File: src/rtl/mac_pkg.sv
// Shared constants and helpers for the pipelined multiply-accumulate unit.
// Optional build macro MAC_SAT_EN (see mac_pipe) does not affect this package.
package mac_pkg;

    localparam int DEF_DATA_W = 16;
    localparam int DEF_ACC_W  = 36;
    localparam int DEF_LEN    = 12;

    localparam logic MODE_UNSIGNED = 1'b0;
    localparam logic MODE_SIGNED   = 1'b1;

    // Widest accumulator the extension helper can serve.
    localparam int EXT_MAX_W   = 128;
    localparam int EXT_IDX_W   = 7;

    // Sign- or zero-extend the low prod_w bits of prod to EXT_MAX_W bits.
    function automatic logic [EXT_MAX_W-1:0] ext_prod(
        input logic [EXT_MAX_W-1:0] prod,
        input int                   prod_w,
        input logic                 mode
    );
        logic [EXT_MAX_W-1:0] mask;
        logic                 fill;
        mask = ~({EXT_MAX_W{1'b1}} << prod_w);
        fill = (mode == MODE_SIGNED) && prod[EXT_IDX_W'(prod_w - 1)];
        return fill ? (prod | ~mask) : (prod & mask);
    endfunction

endpackage

File: src/rtl/mac_mult_stage.sv
// Stage 1 of mac_pipe: registered signed/unsigned multiplier with valid and
// mode pass-through. A clear in the same cycle drops the incoming term.
module mac_mult_stage
    import mac_pkg::*;
#(
    parameter int DATA_W = DEF_DATA_W
) (
    input  logic                  clk,
    input  logic                  reset,
    input  logic                  in_valid,
    input  logic                  in_signed,
    input  logic                  clear,
    input  logic [DATA_W-1:0]     a,
    input  logic [DATA_W-1:0]     b,
    output logic                  p_valid,
    output logic                  p_mode,
    output logic [2*DATA_W-1:0]   p_prod
);

    logic [2*DATA_W-1:0] ax;
    logic [2*DATA_W-1:0] bx;
    logic [2*DATA_W-1:0] prod_n;
    logic                take;

    // Extending both operands to the product width makes the low 2*DATA_W
    // bits of a plain multiply correct for either signedness.
    assign ax     = {{DATA_W{in_signed & a[DATA_W-1]}}, a};
    assign bx     = {{DATA_W{in_signed & b[DATA_W-1]}}, b};
    assign prod_n = ax * bx;
    assign take   = in_valid & ~clear;

    always_ff @(posedge clk or negedge reset) begin
        if (!reset) begin
            p_valid <= 1'b0;
            p_mode  <= MODE_UNSIGNED;
            p_prod  <= '0;
        end else begin
            p_valid <= take;
            if (take) begin
                p_prod <= prod_n;
                p_mode <= in_signed;
            end
        end
    end

endmodule

File: src/rtl/mac_pipe.sv
// Pipelined multiply-accumulate: LEN products per frame, one-cycle result pulse.
// Build macro MAC_SAT_EN: clamp the sum on overflow instead of wrapping.
module mac_pipe
    import mac_pkg::*;
#(
    parameter int DATA_W = DEF_DATA_W,
    parameter int ACC_W  = DEF_ACC_W,
    parameter int LEN    = DEF_LEN
) (
    input  logic                 clk,
    input  logic                 reset,
    input  logic                 in_valid,
    input  logic                 in_signed,
    input  logic [DATA_W-1:0]    a,
    input  logic [DATA_W-1:0]    b,
    input  logic                 clear,
    output logic [ACC_W-1:0]     acc,
    output logic [ACC_W-1:0]     result,
    output logic                 out_valid,
    output logic                 overflow
);

    localparam int CNT_W = (LEN > 1) ? $clog2(LEN) : 1;

    logic                 p_valid;
    logic                 p_mode;
    logic [2*DATA_W-1:0]  p_prod;
    logic [ACC_W-1:0]     ext;
    logic [ACC_W:0]       sum_wide;
    logic [ACC_W-1:0]     sum_raw;
    logic [ACC_W-1:0]     sum_next;
    logic                 s_ovf;
    logic                 ovf_now;
    logic [CNT_W-1:0]     count;

    mac_mult_stage #(.DATA_W(DATA_W)) u_mult (
        .clk       (clk),
        .reset     (reset),
        .in_valid  (in_valid),
        .in_signed (in_signed),
        .clear     (clear),
        .a         (a),
        .b         (b),
        .p_valid   (p_valid),
        .p_mode    (p_mode),
        .p_prod    (p_prod)
    );

    assign ext      = ACC_W'(ext_prod(EXT_MAX_W'(p_prod), 2 * DATA_W, p_mode));
    assign sum_wide = {1'b0, acc} + {1'b0, ext};
    assign sum_raw  = sum_wide[ACC_W-1:0];
    assign s_ovf    = (acc[ACC_W-1] == ext[ACC_W-1]) && (sum_raw[ACC_W-1] != acc[ACC_W-1]);
    assign ovf_now  = (p_mode == MODE_SIGNED) ? s_ovf : sum_wide[ACC_W];

`ifdef MAC_SAT_EN
    localparam logic [ACC_W-1:0] MAX_POS = {1'b0, {(ACC_W-1){1'b1}}};
    localparam logic [ACC_W-1:0] MIN_NEG = {1'b1, {(ACC_W-1){1'b0}}};

    // A signed overflow only happens when acc and product share a sign,
    // so the product sign picks the rail.
    always_comb begin
        sum_next = sum_raw;
        if (ovf_now) begin
            if (p_mode == MODE_SIGNED)
                sum_next = ext[ACC_W-1] ? MIN_NEG : MAX_POS;
            else
                sum_next = '1;
        end
    end
`else
    assign sum_next = sum_raw;
`endif

    always_ff @(posedge clk or negedge reset) begin
        if (!reset) begin
            acc       <= '0;
            result    <= '0;
            out_valid <= 1'b0;
            overflow  <= 1'b0;
            count     <= '0;
        end else begin
            out_valid <= 1'b0;
            if (clear) begin
                acc      <= '0;
                count    <= '0;
                overflow <= 1'b0;
            end else if (p_valid) begin
                if (ovf_now)
                    overflow <= 1'b1;
                if (count == CNT_W'(LEN - 1)) begin
                    result    <= sum_next;
                    out_valid <= 1'b1;
                    acc       <= '0;
                    count     <= '0;
                end else begin
                    acc   <= sum_next;
                    count <= count + CNT_W'(1);
                end
            end
        end
    end

endmodule
File: config.mk
export PLATFORM = sky130hd
export DESIGN_NAME = mac_pipe
export DESIGN_NICKNAME = d
export VERILOG_FILES = /design/src/rtl/mac_pkg.sv /design/src/rtl/mac_mult_stage.sv /design/src/rtl/mac_pipe.sv
export SDC_FILE = /design/constraint.sdc
export NUM_CORES = 1
export LEC_CHECK = 0
export BUFFER_PORTS_ARGS = -buffer_cell sky130_fd_sc_hd__clkbuf_2
export CORE_MARGIN = 4
export CORE_UTILIZATION = 30
export CTS_CLUSTER_SIZE = 30
export DETAILED_ROUTE_END_ITERATION = 7
export RECOVER_POWER = 50
export SYNTH_ARGS = -nofsm -noshare
export SYNTH_HDL_FRONTEND = slang
export SYNTH_SLANG_ARGS = --single-unit
File: constraint.sdc
create_clock -name clk -period 3.45 [get_ports clk]
set_clock_uncertainty 0.2 [all_clocks]
set_input_delay 0.345 -clock clk [delete_from_list [all_inputs] [get_ports clk]]
set_output_delay 0.345 -clock clk [all_outputs]
set_load 0.005 [all_outputs]
# Yosys cells after proc, flatten, opt, wreduce, memory -nomap -nowiden

Index checks and enable logic that the tools add are counted.

Flip-flop bits (word level): 112
Output and inout port bits: 74

Add/sub/neg operators: 2
Reductions and logical operators: 6
Equality and inequality tests: 3
Multiply operators: 1
Bitwise operators: 4
Muxes and demuxes: 14

Operators with widths:

| cell                                                          | count |
|---|---|
| 36-bit two-way mux                                            | 4 |
| 36-bit by 36-bit adder with 37-bit output                     | 1 |
| 17-bit by 17-bit multiplier with 32-bit output                | 1 |
| 4-bit two-way mux                                             | 3 |
| 1-bit two-way mux                                             | 7 |
| 4-bit by 1-bit adder with 4-bit output, second input constant | 1 |
| 4-bit equality test, second input constant                    | 1 |
| 2-bit nonzero test                                            | 2 |
| 1-bit AND                                                     | 3 |
| 3-bit AND reduction                                           | 1 |
| 1-bit logical AND                                             | 2 |
| 2-bit AND reduction                                           | 1 |
| 1-bit equality test                                           | 1 |
| 1-bit != test                                                 | 1 |
| 1-bit inverter                                                | 1 |

# Longest topological paths before layout

Depth after elaboration: 9
Mapped depth: 25
Gate-level depth less buffers: 24

# By module

A second synthesis with hierarchy kept.

Cells, all modules: 1839
Area total of the unflattened synthesis: 16868.7 µm²

Modules (own cells, without submodules):

| module         | times used | cells each | area an instance (µm²) | seq. area each (µm²) |
|---|---|---|---|---|
| mac_mult_stage | 1          | 1310       | 11853.9                | 850.8 |
| mac_pipe       | 1          | 529        | 5014.8                 | 1951.9 |

# Worst setup path before layout

OpenSTA, ideal clock, no wires.

Kind: input to register
Start point: in b[8]
End point: reg u_mult.p_prod[31]
Setup time: 0.135 ns
Cell stages on the path: 22
Setup slack: -2.728 ns
Arrival: 5.843 ns
Buffers on the path: 2
Path through: clkbuf_1 > clkbuf_1 > nand2_1 > fa_1 > inv_1 > fa_1 > fa_1 > fa_1 > fa_1 > inv_1 > fa_1 > inv_1 > ha_1 > a21o_1 > a21oi_1 > nor2_1 > a211oi_1 > a2bb2oi_1 > a31oi_1 > a311oi_1 > xnor2_1 > o21ai_0

Word-level cells in the longest chain between the ends: 1

RTL lines:

| what                                           | line                 | source |
|---|---|---|
| from (decl)                                    | mac_pipe.sv:15       | `input logic [DATA_W-1:0] b,` |
| 17-bit by 17-bit multiplier with 32-bit output | mac_mult_stage.sv:29 | `assign prod_n = ax * bx;` |
| to (signal assigned)                           | mac_mult_stage.sv:40 | `p_prod <= prod_n;` |
| to (decl)                                      | mac_mult_stage.sv:17 | `output logic [2*DATA_W-1:0] p_prod` |

Every way passes these cells.
A chain may end at the register's enable or synchronous reset.

# Worst setup path in the final report

Start point: in a[6]
End point: reg u_mult.p_prod[23]

Word-level cells in the longest chain between the ends: 1

RTL lines:

| what                                           | line                 | source |
|---|---|---|
| from (decl)                                    | mac_pipe.sv:14       | `input logic [DATA_W-1:0] a,` |
| 17-bit by 17-bit multiplier with 32-bit output | mac_mult_stage.sv:29 |  |

Every way passes these cells.

==> flow_metrics.py <==
metrics = {
    "layout": {
        "final_layout_size_suffix_gt1_share_pct": 29.8,
        "syn_to_final_growth_pct": 29.1,
        "mostFrequentLayoutCells": "inv_1, fa_1, nand2_1, buf_4, dfrtp_1",
        "layout_commonest_cell": "inv_1",
        "nets": 2414,
        "final_cells": 2676,
        "diodes": 0,
    },
    "worst_setup_path": {
        "cpMostUsedCell": "fa_1",
        "worst_path_dominant_cell_family": "adder cells",
        "crit_chain": "clkbuf_16 -> and2_4 -> fa_1 -> inv_1 -> fa_2 -> fa_1 -> fa_1 -> inv_1 -> fa_1 -> inv_1 -> fa_2 -> inv_2 -> ha_4 -> a21oi_4 -> nand2_2 -> a31oi_4 -> a21oi_2 -> o31a_1 -> o21a_1 -> o311a_1 -> o21a_1 -> o31ai_1",
        "cp.buffers_inverters": 5,
        "cp.required_ns": 3.54,
        "startpoint_type": "input port",
        "worstSetupEndpointType": "flip-flop",
        "cp.arrival_ns": 5.69,
        "slowest_delay_ns": 0.54,
        "path_max_fanout": 7,
        "slowest_stage": "fa_1",
        "critPathKind": "in2reg",
    },
    "yosys": {
        "synth_top_family_by_area": "adder cells",
        "ys_seq_area_share_pct": 17.3,
        "synthXorXnorAreaFrac_pct": 3.83,
        "synth-edff-count": 0,
        "synth-simple-area-share_pct": 13.9,
        "ys_ff_latch": 112,
        "syn_avg_cell_area_um2": 9.61,
        "synth-adder-area-share_pct": 44.1,
        "netlist-cell-type-count": 64,
        "synthFlopType": "dfrtp_1",
        "ys_warn_count": 0,
        "async_flop_share_pct": 100,
        "synth_compound_area_share_pct": 9.30,
        "muxShareOfSynthArea_pct": 2.74,
        "synth.net_count": 2129,
        "syn_area_um2": 16200,
        "syn-instance-count": 1690,
    },
    "cts": {
        "clk_path_buf_depth": 2,
        "cts_buffers": 9,
        "clkLatencyLatePin_ns": 0.37,
        "cts_sinks": 112,
        "cts_tree": "done",
        "cts.htree.levels": 3,
        "path_clk_slew_ns": 0.09,
        "clockRootBuffer": "clkbuf_16",
    },
    "drt": {
        "final_antenna_net_count": 0,
        "wirelength_mm": 42.8,
        "wl_per_cell_um": 16.0,
        "drt_pass1_iterations": 5,
        "drt-initial-drc-count": 536,
        "vias_per_cell": 4.65,
        "vias": 12400,
        "drc": 0,
    },
    "run": {
        "max_cap_viol_count": 0,
    },
    "timing": {
        "hold_viol": 0,
        "max_slew.worst_pin.slew_ns": 0.882,
        "grt_setup_unrepaired": "true",
        "timing.fmax_mhz": 179,
        "slew_headroom_pct": 41.2,
        "period_needed_ns": 5.60,
        "finalWorstSetupSlack_ns": -2.15,
        "finalCritPeriodShare_pct": 162,
        "setup_viol": 27,
        "final_max_slew_viol_count": 0,
        "timing.hold.ws_ns": 0.135,
    },
    "die": {
        "initial_core_util_pct": 30.2,
        "die_w_um": 241,
        "rows": 85,
        "dieArea_um2": 57900,
        "coreArea_um2": 53700,
        "num_io_pins": 111,
        "die_h_um": 241,
    },
    "place": {
        "numPortBuffers": 110,
        "dp_cells": 2619,
        "dp_hpwl_mm": 36.1,
        "gp_congestion": 0.857,
        "place_ws_ns": -2.78,
    },
    "global_route": {
        "grt_max_degree": 66,
        "grt_pass1_vias": 13200,
        "antenna_found_initial": 0,
        "track_usage_pct": 14.7,
        "grt_pass1_wl_mm": 69.4,
        "grt_overflow": 0,
    },
    "status": {
        "failed_checks": "negative setup slack",
        "status": "finished with violations",
    },
    "worst_hold_path": {
        "hold_path.class": "in2reg",
    },
}
## cells in the mapped netlist (36+ instances only)
cell	number	share of area (%)
nand2_1	218	5.0
clkbuf_1	60	1.4
xnor2_1	43	2.3
fa_1	283	35
inv_1	320	7.4
a21oi_1	57	1.8
dfrtp_1	112	17
o21ai_0	36	1.1
ha_1	119	9.2
mux2_2	36	2.5
and2_1	129	5.0
a22o_1	36	1.9
## worst paths after layout
check	to	startpoint	slack, ns	cells after the start
max	u_mult.p_prod[23]	a[6]	-2.15	22
min	count[2]	clear	0.14	2
max reg2reg	result[28]	u_mult.p_prod[0]	0.02	12
min reg2reg	result[9]	result[9]	0.31	1
max in group asynchronous	acc[31]	reset	1.89	3
min in group asynchronous	result[35]	reset	0.44	2
## logic make-up after synthesis
family / count (synthesis)
flops: 112
simple gates: 466
fa+ha+maj: 402
buf+inv: 383
compound gates: 217
xor+xnor: 71
mux: 39
## sequential cells by signal (all words and copies together), names as in the netlist
register / cells
acc: 36
result: 36
u_mult.p_prod: 32
count: 4
out_valid: 1
overflow: 1
u_mult.p_mode: 1
u_mult.p_valid: 1
## what timing repair did
action	CTS	global route
pin swaps	69	61
buffers inserted	41	10
gates cloned	0	2
endpoints found under the hold margin	63	0
setup endpoints to repair	30	39
resized for setup	170	97
hold buffers	1	0
## worst reg2reg max path, cell delays in order (launching register included)
cell,delay [ns]
dfrtp_1,0.46
ha_4,0.20
fa_2,0.38
a211oi_2,0.21
o21bai_1,0.10
a31o_1,0.27
a2111oi_4,0.47
buf_4,0.19
nor3_2,0.04
nor2_1,0.19
o21bai_1,0.13
xor2_1,0.21
mux2_4,0.28
## layer usage
metal	wire length (um)	vias up	track usage [%]
li1	-	5861	-
met1	20600	6272	21.5
met2	20000	269	24.1
met3	1740	31	1.62
met4	439	0	2.19
met5	0	-	0
## final cells by class
cell class                      instances  area, um^2
Clock buffer                            9         225
Clock inverter                          7         101
Fill cell                            5241       32800
Inverter                              321        1200
Multi-Input combinational cell       1195       13000
Sequential cell                       112        2800
Tap cell                              696         871
Timing Repair Buffer                  336        2790
## through the flow
stage	TNS, ns	instance area [um^2]	util [%]
2_1_floorplan	-40.21	16900	-
3_3_place_gp	-55.95	19200	35.8
3_5_place_dp	-56.88	19200	35.8
4_1_cts	-42.17	20600	38.4
5_1_grt	-46.23	21000	39.0
6_report	-41.14	21000	39.0
Power is left out: the tool's default activity adds up to more than one toggle a clock period on the data nets, which glitch-free logic cannot reach.
